$ cat src/rtl/melody_sequencer.sv
// Note sequencer for the Pink Panther player: walks the note ROM at a fixed tempo,
// drives the tone mux select and produces rest gating, note-start strobe and song status.
module melody_sequencer #(
  parameter int CLK_HZ    = 50000000,
  parameter int TICK_HZ   = 16,
  parameter int SONG_LEN  = 32,
  parameter int GAP_TICKS = 1
) (
  input  logic       clock,
  input  logic       reset,
  input  logic       play,
  input  logic       loop,
  output logic [3:0] sel,
  output logic       rest,
  output logic       note_start,
  output logic       busy,
  output logic       done,
  output logic [2:0] state_dbg
);

  localparam int DIV    = CLK_HZ / TICK_HZ;
  localparam int PRE_W  = (DIV > 1) ? $clog2(DIV) : 1;
  localparam int ADDR_W = (SONG_LEN > 1) ? $clog2(SONG_LEN) : 1;
  localparam int CNT_W  = (GAP_TICKS > 15) ? $clog2(GAP_TICKS + 1) : 4;

  typedef enum logic [2:0] {
    S_IDLE  = 3'd0,
    S_LOAD  = 3'd1,
    S_SOUND = 3'd2,
    S_GAP   = 3'd3,
    S_END   = 3'd4,
    S_DONE  = 3'd5
  } state_t;

  state_t              state_q, state_d;
  logic [ADDR_W-1:0]   addr_q, addr_d;
  logic [PRE_W-1:0]    presc_q, presc_d;
  logic [CNT_W-1:0]    cnt_q, cnt_d;
  logic [3:0]          sel_q, sel_d;
  logic                is_rest_q, is_rest_d;
  logic                first_q, first_d;

  logic [7:0]          rom_idx;
  logic [7:0]          rom_data;
  logic [3:0]          rom_note;
  logic [3:0]          rom_dur;
  logic                tick;
  logic                advance;
  logic                timing_state;

  // ROM entry format {note, dur}; note F = rest, dur 0 = end of song.
  always_comb begin
    rom_idx = 8'(addr_q);
    case (rom_idx)
      8'd0:    rom_data = 8'h32;
      8'd1:    rom_data = 8'hF1;
      8'd2:    rom_data = 8'h53;
      8'd3:    rom_data = 8'h61;
      8'd4:    rom_data = 8'h73;
      8'd5:    rom_data = 8'hF1;
      8'd6:    rom_data = 8'h31;
      8'd7:    rom_data = 8'h51;
      8'd8:    rom_data = 8'h63;
      8'd9:    rom_data = 8'hF1;
      8'd10:   rom_data = 8'h81;
      8'd11:   rom_data = 8'h71;
      8'd12:   rom_data = 8'h61;
      8'd13:   rom_data = 8'h31;
      8'd14:   rom_data = 8'h51;
      8'd15:   rom_data = 8'h61;
      8'd16:   rom_data = 8'hA4;
      8'd17:   rom_data = 8'h91;
      8'd18:   rom_data = 8'h64;
      8'd19:   rom_data = 8'hF2;
      8'd20:   rom_data = 8'h51;
      8'd21:   rom_data = 8'h41;
      8'd22:   rom_data = 8'h31;
      8'd23:   rom_data = 8'h21;
      8'd24:   rom_data = 8'h11;
      8'd25:   rom_data = 8'h23;
      8'd26:   rom_data = 8'hF1;
      8'd27:   rom_data = 8'h11;
      8'd28:   rom_data = 8'h21;
      8'd29:   rom_data = 8'h11;
      8'd30:   rom_data = 8'h22;
      8'd31:   rom_data = 8'h06;
      default: rom_data = 8'h00;
    endcase
    rom_note = rom_data[7:4];
    rom_dur  = rom_data[3:0];
  end

  assign timing_state = (state_q == S_SOUND) || (state_q == S_GAP);
  assign tick         = timing_state && (presc_q == PRE_W'(DIV - 1));

  always_ff @(posedge clock) begin
    if (reset) begin
      state_q   <= S_IDLE;
      addr_q    <= '0;
      presc_q   <= '0;
      cnt_q     <= '0;
      sel_q     <= '0;
      is_rest_q <= 1'b0;
      first_q   <= 1'b0;
    end else begin
      state_q   <= state_d;
      addr_q    <= addr_d;
      presc_q   <= presc_d;
      cnt_q     <= cnt_d;
      sel_q     <= sel_d;
      is_rest_q <= is_rest_d;
      first_q   <= first_d;
    end
  end

  // Next state. Dropping play aborts everything except IDLE/DONE handling.
  always_comb begin
    state_d   = state_q;
    addr_d    = addr_q;
    cnt_d     = cnt_q;
    sel_d     = sel_q;
    is_rest_d = is_rest_q;
    advance   = 1'b0;
    if (!play && (state_q == S_LOAD || state_q == S_SOUND ||
                  state_q == S_GAP  || state_q == S_END)) begin
      state_d = S_IDLE;
    end else begin
      case (state_q)
        S_IDLE: begin
          if (play) begin
            state_d = S_LOAD;
            addr_d  = '0;
          end
        end
        S_LOAD: begin
          if (rom_dur == 4'd0) begin
            state_d = S_END;
          end else begin
            cnt_d     = CNT_W'(rom_dur);
            is_rest_d = (rom_note == 4'hF);
            if (rom_note != 4'hF) sel_d = rom_note;
            state_d   = S_SOUND;
          end
        end
        S_SOUND: begin
          if (tick) begin
            cnt_d = cnt_q - CNT_W'(1);
            if (cnt_q == CNT_W'(1)) begin
              if (GAP_TICKS == 0) begin
                advance = 1'b1;
              end else begin
                cnt_d   = CNT_W'(GAP_TICKS);
                state_d = S_GAP;
              end
            end
          end
        end
        S_GAP: begin
          if (tick) begin
            cnt_d = cnt_q - CNT_W'(1);
            if (cnt_q == CNT_W'(1)) advance = 1'b1;
          end
        end
        S_END: begin
          if (loop) begin
            addr_d  = '0;
            state_d = S_LOAD;
          end else begin
            state_d = S_DONE;
          end
        end
        S_DONE: begin
          if (!play) state_d = S_IDLE;
        end
        default: state_d = S_IDLE;
      endcase
      // Stepping to the next entry shares the edge that ends the note.
      if (advance) begin
        if (addr_q == ADDR_W'(SONG_LEN - 1)) begin
          state_d = S_END;
        end else begin
          addr_d  = addr_q + ADDR_W'(1);
          state_d = S_LOAD;
        end
      end
    end
  end

  // Prescaler only runs while staying in SOUND/GAP, so each note starts at phase 0.
  always_comb begin
    presc_d = '0;
    if (timing_state && (state_d == S_SOUND || state_d == S_GAP)) begin
      presc_d = tick ? '0 : presc_q + PRE_W'(1);
    end
    first_d = (state_q == S_LOAD) && (state_d == S_SOUND);
  end

  always_comb begin
    sel        = sel_q;
    busy       = (state_q == S_LOAD) || (state_q == S_SOUND) || (state_q == S_GAP);
    done       = (state_q == S_DONE);
    rest       = !((state_q == S_SOUND) && !is_rest_q);
    note_start = (state_q == S_SOUND) && first_q;
    state_dbg  = state_q;
  end

endmodule
$ cat config.mk
export PLATFORM = sky130hd
export DESIGN_NAME = melody_sequencer
export DESIGN_NICKNAME = d
export VERILOG_FILES = /design/src/rtl/melody_sequencer.sv
export SDC_FILE = /design/constraint.sdc
export NUM_CORES = 1
export LEC_CHECK = 0
export BUFFER_PORTS_ARGS = -buffer_cell sky130_fd_sc_hd__buf_2
export CORE_MARGIN = 1.5
export CORE_UTILIZATION = 58
export CTS_BUF_LIST = sky130_fd_sc_hd__clkbuf_8
export DETAILED_ROUTE_END_ITERATION = 7
export PLACE_DENSITY = 0.73
export SETUP_SLACK_MARGIN = 0.1
export SYNTH_ARGS = -nofsm -noshare
export SYNTH_HDL_FRONTEND = slang
export SYNTH_SLANG_ARGS = --single-unit
export TNS_END_PERCENT = 5
$ cat constraint.sdc
create_clock -name clock -period 4.53 [get_ports clock]
set_input_delay 0.453 -clock clock [delete_from_list [all_inputs] [get_ports clock]]
set_output_delay 0.453 -clock clock [all_outputs]
set_load 0.005 [all_outputs]
==> flow_summary_export.csv, run 1 <==
group,metric,value,unit
critical_path,crit_buf_inv,1,
critical_path,cp_slowest_cell,"or3_1",
routing,viasPerCell,6.053,
clocking,clk_latency,300,ps
global_routing,grt_pass1_wl,9473,µm
power_and_ir_drop,p_clk_share,34.6,%
final_layout,areaGrowthSynthToFinish,6.598,%
power_and_ir_drop,power_density,247.6,nW/µm²
clocking,cts_buffers,5,
timing,setup_viol,0,
synth,synthArstFlopShare,0,%
critical_path,crit_end,"rom_data[5]",
critical_path,rrSetupSlack,570,ps
final_layout,layout-drive-gt1-share,12.35,%
global_routing,grt_pass1_vias,1986,
timing,maxSlewViolCount,0,
outcome,outcome,"completed",
timing,finalCriticalPeriod,3963,ps
clocking,htreeDepth,2,
place,dpl-instance-area,2768,µm²
critical_path,crit_chain,"ha_1 -> and3_1 -> ha_1 -> or3_1 -> or3_1 -> and3_4 -> a21oi_4 -> nor2_1 -> ha_1 -> inv_1 -> o2bb2ai_1 -> a21boi_0 -> nor4_1 -> a311o_1",
synth,synth_xor_area_share,6.551,%
timing,fin_crit_sh,87.49,%
critical_path,crit_path_frequent_cell,"ha_1",
synth,syn-num-nets,330,
critical_path,rr_endpoint,"rom_data[5]",
clocking,cts.clk_slew.worst_paths,90,ps
synth,ys_seq_area_share,35.19,%
die,die_h,70.90,µm
timing,rsz0062_at_grt,"false",
global_routing,grt_max_degree,23,
routing,drtPass1Iterations,4,
global_routing,grt-ovfl-total,0,
clocking,cts_setup_buffers,0,
critical_path,cp_max_fo,9,
critical_path,critical_path_class,"reg -> reg",
die,start_util,60.99,%
final_layout,n_antenna_cell,0,
critical_path,max_stage_delay,570,ps
synth,ys_warn_count,0,
clocking,cts_resized,0,
routing,drt_wl_total,5716,µm
global_routing,grt_usage,23.57,%
synth,ys_seq_elements,47,
clocking,tritoncts,"done",
synth,synth-simple-area-share,27.47,%
synth,synth_ff_type,"dfxtp_1",
die,die_w,70.90,µm
timing,slew_headroom,45.27,%
synth,synth-edff-count,0,
power_and_ir_drop,p_comb_share,5.5,%
power_and_ir_drop,p_int,0.0005384,W
routing,drtAntennaViolNets,0,
final_layout,final_util,65.01,%
die,fp.dieArea,5026,µm²
routing,drt_iter0_markers,70,
critical_path,r2r-start,"addr_q[0]",
clocking,ctsLongestPathBuffers,2,
critical_path,critPathLaunchType,"register",
routing,drc,0,
timing,max_freq,252.3,MHz
final_layout,final_nets,342,
timing,finalHoldViolCount,0,
routing,dr_total_vias,2276,
clocking,cts_root_buf,"clkbuf_8",
synth,synthCells,312,
critical_path,endpoint_kind,"register",
power_and_ir_drop,power.leakage,1.092,nW
power_and_ir_drop,peakVddDrop,0.1650,mV
critical_path,arrival,4150,ps
synth,synth_fa_ha_area_share,6.551,%
die,core-area,4384,µm²
synth,synthMuxAreaShare,3.042,%
synth,syn-cell-area,2674,µm²
critical_path,worst_ep_required_time,4720,ps
power_and_ir_drop,p_switching,0.0001672,W
synth,synth_cell_types,62,
clocking,cts_sinks,47,
critical_path,cpLargestDelayFamily,"simple AND/OR/NAND/NOR gates",
power_and_ir_drop,pwr-share-seq,59.9,%
timing,worst_pin_slew,818.7,ps
clocking,postCtsHoldBufs,0,
power_and_ir_drop,swShare,23.70,%
synth,synth-compound-area-share,17.27,%
global_routing,antenna_found_initial,0,
place,place_congestion,0.9348,
routing,wl_per_cell,15.20,µm
critical_path,crit_start,"addr_q[0]",
final_layout,n_fill_cell,368,
critical_path,path_depth,14,
place,portBuffers,14,
flow_run,cap_violations,0,
final_layout,postLayoutCellArea,2850,µm²
place,hpwl,4197,µm
timing,skew,9.528,ps
synth,postSynthAreaPerCell,8.570,µm²
critical_path,reg2regPathDepth,14,
die,rows,24,
synth,synth_top_family_by_area,"simple AND/OR/NAND/NOR gates",
die,ios,15,
hold_path,hp-class,"in -> reg",
timing,timing.setup.tns,0,ps
how the worst min path moves through the flow:
stage               cells past startpoint      endpoint       start  slack (ps)
detailed placement                      2        sel[1]      sel[1]         480
CTS                                     2  state_dbg[0]        play         470
global route                            2  state_dbg[0]        play         480
finish                                  2  state_dbg[0]        play         470
global placement                        2        sel[1]      sel[1]         470
floorplan                               1    presc_q[0]  presc_q[0]         450
synthesized netlist by cell type (3+ instances only):
| library cell | number | area, µm² |
|---|---|---|
| a211oi_1 | 6 | 45.04 |
| clkbuf_1 | 6 | 22.52 |
| ha_1 | 14 | 175.2 |
| mux2i_1 | 7 | 70.07 |
| nor4_1 | 5 | 31.28 |
| nand2_1 | 23 | 86.33 |
| buf_2 | 3 | 15.01 |
| or3_1 | 4 | 25.02 |
| nand3_1 | 14 | 70.07 |
| nor3b_1 | 3 | 22.52 |
| a21oi_1 | 15 | 75.07 |
| and3_1 | 8 | 50.05 |
| xor2_1 | 15 | 131.4 |
| o21ai_0 | 12 | 60.06 |
| dfxtp_1 | 47 | 940.9 |
| and4_1 | 3 | 26.28 |
| nor3_1 | 6 | 30.03 |
| xnor2_1 | 5 | 43.79 |
| nand4_1 | 6 | 37.54 |
| nor2_1 | 43 | 161.4 |
| nor2b_1 | 3 | 18.77 |
| inv_1 | 13 | 48.80 |
flip-flops by register name, summed over array words and instances (netlist names):
register and count:
state_dbg 3, rom_data 7, is_rest_q 1, sel 4, first_q 1, addr_q 5, cnt_q 4, presc_q 22
power by group through the flow:
| stage | clock (W) | combinational (W) | sequential [W] |
|---|---|---|---|
| after floorplan | 0 | 0.0000284 | 0.000430 |
| after global placement | 0 | 0.0000376 | 0.000432 |
| after detailed placement | 0 | 0.0000384 | 0.000432 |
| after CTS | 0.000250 | 0.0000386 | 0.000423 |
| after global routing | 0.000265 | 0.0000430 | 0.000424 |
| final | 0.000244 | 0.0000387 | 0.000423 |
logic make-up (layout without fill, tap and decap cells):
family / after synthesis / in the layout
xor+xnor: 20 / 20
fa+ha+maj: 14 / 14
compound gates: 63 / 63
simple gates: 135 / 135
buf+inv: 25 / 37
flops: 47 / 47
mux: 8 / 8
per-stage QoR:
stage,setup WS [ps],power (W),cells,hold slack (ps)
floorplan,919.7,0.0004586,312,449.5
global placement,723.1,0.0004701,369,471.6
detailed placement,612.2,0.0004709,369,477.3
CTS,586.1,0.0007118,376,467.9
global route,349.3,0.0007316,376,477.2
finish,566.6,0.0007056,376,469.0
layout by cell type, fill, tap and decap left out, drive strengths merged, types with 3 or more instances in the layout:
cell type / instances
a211oi: 7
a21oi: 16
a41oi: 3
and3: 9
and4: 3
buf: 15
clkbuf: 5
dfxtp: 47
ha: 14
inv: 15
mux2i: 7
nand2: 23
nand3: 14
nand4: 6
nor2: 43
nor2b: 3
nor3: 7
nor3b: 3
nor4: 6
o21ai: 14
or3: 4
or4: 3
xnor2: 5
xor2: 15
cell type report:
class	instances	area [µm²]	share of cell area, %
clock buffers	5	68.82	2.414
flip-flops and latches	47	940.9	33.01
well taps	52	65.06	2.283
multi-input cells	240	1628	57.11
inverters	15	56.30	1.975
clock inverters	2	13.76	0.4829
repair buffers	15	77.57	2.722
layer usage:
metal / vias up / global-route usage, % / share of wire [%]
li1: 1145 / - / -
met2: 67 / 34.68 / 43
met4: 0 / 6.709 / 1.3
met5: - / 0 / 0
met3: 6 / 4.986 / 5.1
met1: 1058 / 34.88 / 51
(Power assumes the default switching activity.)
==> run 2, diff against run 1 <==
--- a/config.mk
+++ b/config.mk
@@ -5,6 +5,7 @@
 export SDC_FILE = /design/constraint.sdc
 export NUM_CORES = 1
 export LEC_CHECK = 0
+export ABC_AREA = 1
 export BUFFER_PORTS_ARGS = -buffer_cell sky130_fd_sc_hd__buf_2
 export CORE_MARGIN = 1.5
 export CORE_UTILIZATION = 58
==> constraint.sdc (replaced) <==
create_clock -name clock -period 4.1 [get_ports clock]
set_input_delay 0.41 -clock clock [delete_from_list [all_inputs] [get_ports clock]]
set_output_delay 0.41 -clock clock [all_outputs]
set_load 0.005 [all_outputs]
==> run 2 against run 1 <==
  * Routed wire length decreased by 9.0%
  * Design area increased by 0.97%
  * Combinational power increased by 95%
  * Critical path depth increased by 4
  * Critical endpoint unchanged
  * Core utilization increased by 0.63 points
  * Non-clock buffer count decreased by 1
  * Die area decreased by 0.23%
==> flow_summary_export.csv, run 2 <==
group,metric,value,unit
synth,synth_top_cell_by_area,"dfxtp_1",
clocking,cts_sinks,47,
die,die_w,70.82,µm
final_layout,n_antenna_cell,0,
global_routing,grt_usage,21.96,%
routing,drtAntennaViolNets,0,
timing,fin_ws,1345,ps
clocking,tritoncts,"done",
critical_path,crit_chain,"ha_1 -> nand2_1 -> nor2_1 -> ha_1 -> inv_1 -> nand4_1 -> nor2_4 -> o21ai_1 -> a21oi_1 -> inv_2 -> ha_1 -> inv_1 -> nand3_1 -> nor2_1 -> nor2_1 -> nand3_1 -> nand2_1 -> inv_1",
clocking,ctsLongestPathBuffers,2,
synth,synth_cell_types,36,
critical_path,worst_ep_required_time,4290,ps
power_and_ir_drop,peakVddDrop,0.2053,mV
global_routing,antenna_found_initial,0,
final_layout,layout-drive-gt1-share,12.29,%
critical_path,r2r-start,"addr_q[0]",
synth,postSynthAreaPerCell,6.875,µm²
critical_path,cpLargestDelayFamily,"simple AND/OR/NAND/NOR gates",
synth,synthCells,388,
synth,synth_ff_type,"dfxtp_1",
critical_path,arrival,2940,ps
critical_path,critical_path_class,"reg -> reg",
flow_run,cap_violations,0,
hold_path,hp-class,"in -> reg",
place,hpwl,4071,µm
timing,finalCriticalPeriod,2755,ps
critical_path,endpoint_kind,"register",
outcome,outcome,"completed",
hold_path,min_path_cells,2,
critical_path,rr_endpoint,"rom_data[5]",
timing,maxSlewViolCount,0,
routing,dr_total_vias,2391,
synth,ys_warn_count,0,
synth,post-synth-top-count-cell,"nand2_1",
synth,syn-cell-area,2668,µm²
clocking,cts_resized,0,
synth,ys_seq_elements,47,
final_layout,largest_register_ffs,22,
final_layout,final_nets,424,
die,ios,15,
final_layout,most-common-layout-cells,"nand2_1, nor2_1, inv_1, dfxtp_1, nand3_1",
die,fp.dieArea,5015,µm²
power_and_ir_drop,power_density,288.8,nW/µm²
timing,finalHoldViolCount,0,
hold_path,hold_end,"sel[3]",
synth,syn-num-nets,406,
final_layout,multi_input_area,1470,µm²
synth,synth-edff-count,0,
power_and_ir_drop,power.total,0.0008312,W
timing,holdWs,385.4,ps
critical_path,cp_max_fo,6,
synth,synth_common_cells,"nand2_1, nor2_1, inv_1",
routing,drt_iter0_markers,145,
hold_path,min_from,"reset",
final_layout,final_util,65.64,%
timing,timing.setup.tns,0,ps
clocking,htreeDepth,2,
final_layout,n_fill_cell,424,
final_layout,areaGrowthSynthToFinish,7.880,%
die,rows,24,
place,dp_slack,1402,ps
timing,max_freq,363.0,MHz
critical_path,max_stage_delay,360,ps
routing,drc,0,
die,die_h,70.82,µm
global_routing,grt_pass1_vias,2117,
critical_path,cp_slowest_cell,"a21oi_1",
clocking,cts_buffers,5,
synth,synthArstFlopShare,0,%
routing,viasPerCell,5.209,
final_layout,ff_latch_area,940.9,µm²
critical_path,crit_buf_inv,4,
global_routing,grt_pass1_wl,9039,µm
timing,fin_crit_sh,67.19,%
die,core-area,4384,µm²
power_and_ir_drop,power.leakage,1.319,nW
clocking,cts_setup_buffers,0,
timing,setup_viol,0,
clocking,postCtsHoldBufs,0,
timing,slew_headroom,67.05,%
synth,ys_seq_area_share,35.27,%
clocking,cts.clk_slew.worst_paths,90,ps
place,place_congestion,0.9716,
timing,skew,14.39,ps
routing,drtPass1Iterations,5,
clocking,clk_latency,290,ps
critical_path,reg2regPathDepth,18,
global_routing,grt-ovfl-total,0,
synth,synth_top_area_share,35.27,%
timing,rsz0062_at_grt,"false",
timing,worst_pin_slew,493.6,ps
critical_path,critPathLaunchType,"register",
global_routing,grt_max_degree,17,
place,portBuffers,14,
die,start_util,60.84,%
routing,drt_wl_total,5201,µm
critical_path,rrSetupSlack,1350,ps
final_layout,final_common_cell,"nand2_1",
synth,synth_area_leaders,"dfxtp_1, nand2_1, nor2_1",
final_layout,top_register,"presc_q",
clocking,cts_root_buf,"clkbuf_8",
routing,wl_per_cell,11.33,µm
critical_path,crit_start,"addr_q[0]",
## run 2: cell count changes after synthesis, moves of 5 or more
cell,change
nand2_1,+63
mux2i_1,-7
nand2_2,+7
nor2_1,+14
xor2_1,-8
nor4_1,-5
clkbuf_1,-5
nor2_2,+5
and3_1,-7
nand3_1,+8
inv_1,+43
## run 2: cells by family (layout without fill, tap and decap cells)
family	after synthesis	in the layout	synth area share, %
compound gates	39	39	9.006
xor+xnor	11	11	3.612
fa+ha+maj	14	14	6.567
buf+inv	66	85	9.615
flops	47	47	35.27
simple gates	211	211	35.93
## run 2: area by class of cell
type	count	share of cell area, %
Sequential cell	47	32.70
Clock buffer	6	2.870
Tap cell	52	2.261
Timing Repair Buffer	14	2.435
Inverter	63	8.217
Multi-Input combinational cell	275	51.09
Clock inverter	2	0.4348
## run 2: worst max path at each step
stage	cells after the start	slack (ps)	endpoint
after global placement	18	1490	rom_data[5]
after floorplan	18	1640	rom_data[5]
final	18	1350	rom_data[5]
after global routing	18	1070	rom_data[5]
after detailed placement	18	1400	rom_data[5]
after CTS	18	1350	rom_data[5]
## run 2: worst register-to-register path, delay by kind of cell (launching register included)
family | cells | cell delay [ps]
AND/OR/NAND/NOR | 9 | 820
adder cells (fa/ha/maj) | 3 | 700
AO/OA/AOI/OAI | 2 | 450
flip-flops | 1 | 350
buffers and inverters | 4 | 320
## run 2: metrics by stage
stage / std cells / area (µm²)
2_1_floorplan: 388 / 2668
3_3_place_gp: 451 / 2783
3_5_place_dp: 451 / 2783
4_1_cts: 459 / 2878
5_1_grt: 459 / 2878
6_report: 459 / 2878
## run 2: where the power goes
group,leakage (nW),switching (W),total (W),internal [W]
clock,0.0526,0.000147,0.000283,0.000136
combinational,0.886,0.0000498,0.0000753,0.0000256
sequential,0.380,0.00000738,0.000473,0.000466
## run 2: layer usage
layer / vias up / share of wire [%] / GRT usage (%)
li1: 1271 / - / -
met1: 1058 / 51 / 30.80
met2: 55 / 43 / 34.68
met3: 7 / 4.3 / 3.989
met4: 0 / 1.3 / 6.499
met5: - / 0 / 0
==> run 3, diff against run 2 <==
--- a/config.mk
+++ b/config.mk
@@ -5,13 +5,13 @@
 export SDC_FILE = /design/constraint.sdc
 export NUM_CORES = 1
 export LEC_CHECK = 0
-export ABC_AREA = 1
+export ABC_AREA = 0
 export BUFFER_PORTS_ARGS = -buffer_cell sky130_fd_sc_hd__buf_2
 export CORE_MARGIN = 1.5
-export CORE_UTILIZATION = 58
+export CORE_UTILIZATION = 57
 export CTS_BUF_LIST = sky130_fd_sc_hd__clkbuf_8
 export DETAILED_ROUTE_END_ITERATION = 7
-export PLACE_DENSITY = 0.73
+export PLACE_DENSITY = 0.75
 export SETUP_SLACK_MARGIN = 0.1
 export SYNTH_ARGS = -nofsm -noshare
 export SYNTH_HDL_FRONTEND = slang
==> constraint.sdc (replaced) <==
create_clock -name clock -period 2.2 [get_ports clock]
set_input_delay 0.22 -clock clock [delete_from_list [all_inputs] [get_ports clock]]
set_output_delay 0.22 -clock clock [all_outputs]
set_load 0.005 [all_outputs]
==> run 3 against run 2 <==
  * The run now ends with setup timing left
  * Count of clock-buffer cells in the layout unchanged
  * Die area increased by 1.9%
  * Design area increased by 30%
  * Flip-flop and latch count unchanged
  * Core utilization increased by 18 points
  * Power increased by 100%
  * Sequential share of layout area decreased by 7.3 points
  * Combinational power increased by 57%
  * Sequential power increased by 82%
  * Global-route usage increased by 8.0 points
  * Register-to-register slack got worse by 2300 ps
  * Routed wire length increased by 46%
  * Critical path type unchanged
  * Largest cell class unchanged
  * Highest routed layer unchanged
==> flow_summary_export.csv, run 3 (synthesis gave the netlist of run 1 again) <==
group,metric,value,unit
timing,fin_ws,-992.4,ps
clocking,postCtsHoldBufs,0,
critical_path,crit_chain,"ha_4 -> or4bb_1 -> or4_4 -> or3_4 -> and3_4 -> a21oi_4 -> nor2_4 -> ha_4 -> inv_4 -> o2bb2ai_2 -> a21boi_1 -> nor4_1 -> a311o_1",
power_and_ir_drop,power.leakage,1.567,nW
clocking,ctsLongestPathBuffers,2,
final_layout,largest_register_ffs,22,
routing,drtPass1Iterations,6,
critical_path,max_stage_delay,500,ps
critical_path,endpoint_kind,"register",
critical_path,r2r-start,"presc_q[1]",
global_routing,grt-ovfl-total,0,
final_layout,n_antenna_cell,0,
final_layout,top_register,"presc_q",
clocking,cts_buffers,5,
timing,timing.setup.tns,-15010,ps
global_routing,antenna_found_initial,0,
outcome,violations,"setup timing",
clocking,clk_latency,310,ps
final_layout,most-common-layout-cells,"buf_4, dfxtp_1, nor2_1, nand2_1, xor2_1",
power_and_ir_drop,power.total,0.001668,W
critical_path,cp_slowest_cell,"or4_4",
hold_path,hp-class,"in -> reg",
critical_path,critPathLaunchType,"register",
clocking,htreeDepth,2,
routing,wl_per_cell,16.43,µm
critical_path,rr_endpoint,"rom_data[5]",
global_routing,grt_util_met2,50.05,%
timing,fin_crit_sh,145.1,%
die,rows,24,
routing,drc,0,
place,place_congestion,0.9292,
outcome,outcome,"finished with violations",
timing,slew_headroom,60.71,%
final_layout,layout-drive-gt1-share,37.71,%
global_routing,grt_usage,29.93,%
critical_path,cp_max_fo,4,
place,portBuffers,14,
power_and_ir_drop,power_density,447.1,nW/µm²
die,ios,15,
power_and_ir_drop,peakVddDrop,0.3087,mV
timing,max_freq,313.2,MHz
timing,finalHoldViolCount,0,
critical_path,rrSetupSlack,-990,ps
global_routing,grt_use_met3,5.063,%
timing,worst_pin_slew,582.0,ps
critical_path,path_depth,13,
clocking,tritoncts,"done",
global_routing,grt-busiest-layer,"met2",
critical_path,crit_buf_inv,1,
clocking,cts_root_buf,"clkbuf_8",
timing,holdWs,314.2,ps
die,start_util,60.16,%
die,die_w,71.49,µm
final_layout,final_common_cell,"buf_4",
timing,rsz0062_at_grt,"true",
final_layout,final_nets,428,
place,hpwl,5347,µm
critical_path,crit_path_frequent_cell,"ha_4",
flow_run,cap_violations,0,
global_routing,grt_pass1_wl,12120,µm
clocking,cts_sinks,47,
die,core-area,4444,µm²
critical_path,crit_end,"rom_data[5]",
routing,drt_wl_total,7605,µm
critical_path,crit_start,"presc_q[1]",
global_routing,met1_usage,39.74,%
critical_path,reg2regPathDepth,13,
global_routing,grt_max_degree,23,
die,die_h,71.49,µm
timing,maxSlewViolCount,0,
critical_path,critical_path_class,"reg -> reg",
final_layout,areaGrowthSynthToFinish,39.49,%
routing,drtAntennaViolNets,0,
critical_path,cpLargestDelayFamily,"simple AND/OR/NAND/NOR gates",
routing,viasPerCell,6.017,
timing,setup_viol,39,
routing,drt_iter0_markers,190,
die,fp.dieArea,5111,µm²
timing,skew,9.932,ps
clocking,cts.clk_slew.worst_paths,90,ps
global_routing,grt_pass1_vias,2638,
timing,finalCriticalPeriod,3192,ps
routing,dr_total_vias,2786,
critical_path,arrival,3390,ps
critical_path,worst_ep_required_time,2400,ps
## run 3: cell types whose count changed in the layout (fill, tap and decap cells not counted), sizes merged, moves of 8 or more
cell and change:
buf +87, nand2 -71, inv -47, nor2 -22, and3 +8, nand3 -8, xor2 +8
## run 3: worst min-delay path by stage
stage / to / from / cells past startpoint
floorplan: state_dbg[1] / reset / 1
global placement: sel[1] / sel[1] / 2
detailed placement: sel[0] / sel[0] / 2
CTS: first_q / play / 3
global route: state_dbg[0] / play / 3
finish: first_q / play / 3
## run 3: power breakdown
group | internal (W) | switching [W] | total [W]
sequential | 0.000859 | 0.00000469 | 0.000863
clock | 0.000374 | 0.000312 | 0.000686
combinational | 0.0000517 | 0.0000662 | 0.000118
total | 0.00128 | 0.000383 | 0.00167
## run 3: area by class of cell
type	count	area (µm²)
Fill cell	249	714.4
Inverter	15	66.31
Clock inverter	2	38.79
Tap cell	52	65.06
Timing Repair Buffer	101	759.5
Multi-Input combinational cell	240	1770
Sequential cell	47	947.2
Clock buffer	6	82.58
## run 3: routing by layer
layer  part of all wire [%]  vias to the layer above
met4                    2.5                        0
li1                       -                     1324
met3                    5.7                       23
met1                     45                     1331
met2                     47                      108
met5                      0                        -
## run 3: timing repair
action	CTS	global route
endpoints found under the hold margin	0	0
gates cloned	0	0
setup buffers	3	0
pin swaps	10	1
resized for setup	22	13
endpoints found under the setup margin	40	44
## run 3: worst reg2reg max path: cells and delay by family (launching register included)
kind	cells	cell delay, ps
adders and majority gates	2	430
buffers and inverters	1	40
and+or+nand+nor	6	1590
AOI/OAI and AO/OA	4	650
DFF	1	360
## run 3: per-stage QoR
stage          utilization [%]  std cells  instance area (µm²)  setup WS, ps
2_1_floorplan                -        312                 2716         -1218
3_3_place_gp             77.82        452                 3458         -1067
6_report                 83.92        463                 3730        -992.4
5_1_grt                  83.92        463                 3730         -1099
3_5_place_dp             77.82        452                 3458         -1179
4_1_cts                  82.85        463                 3682        -971.8
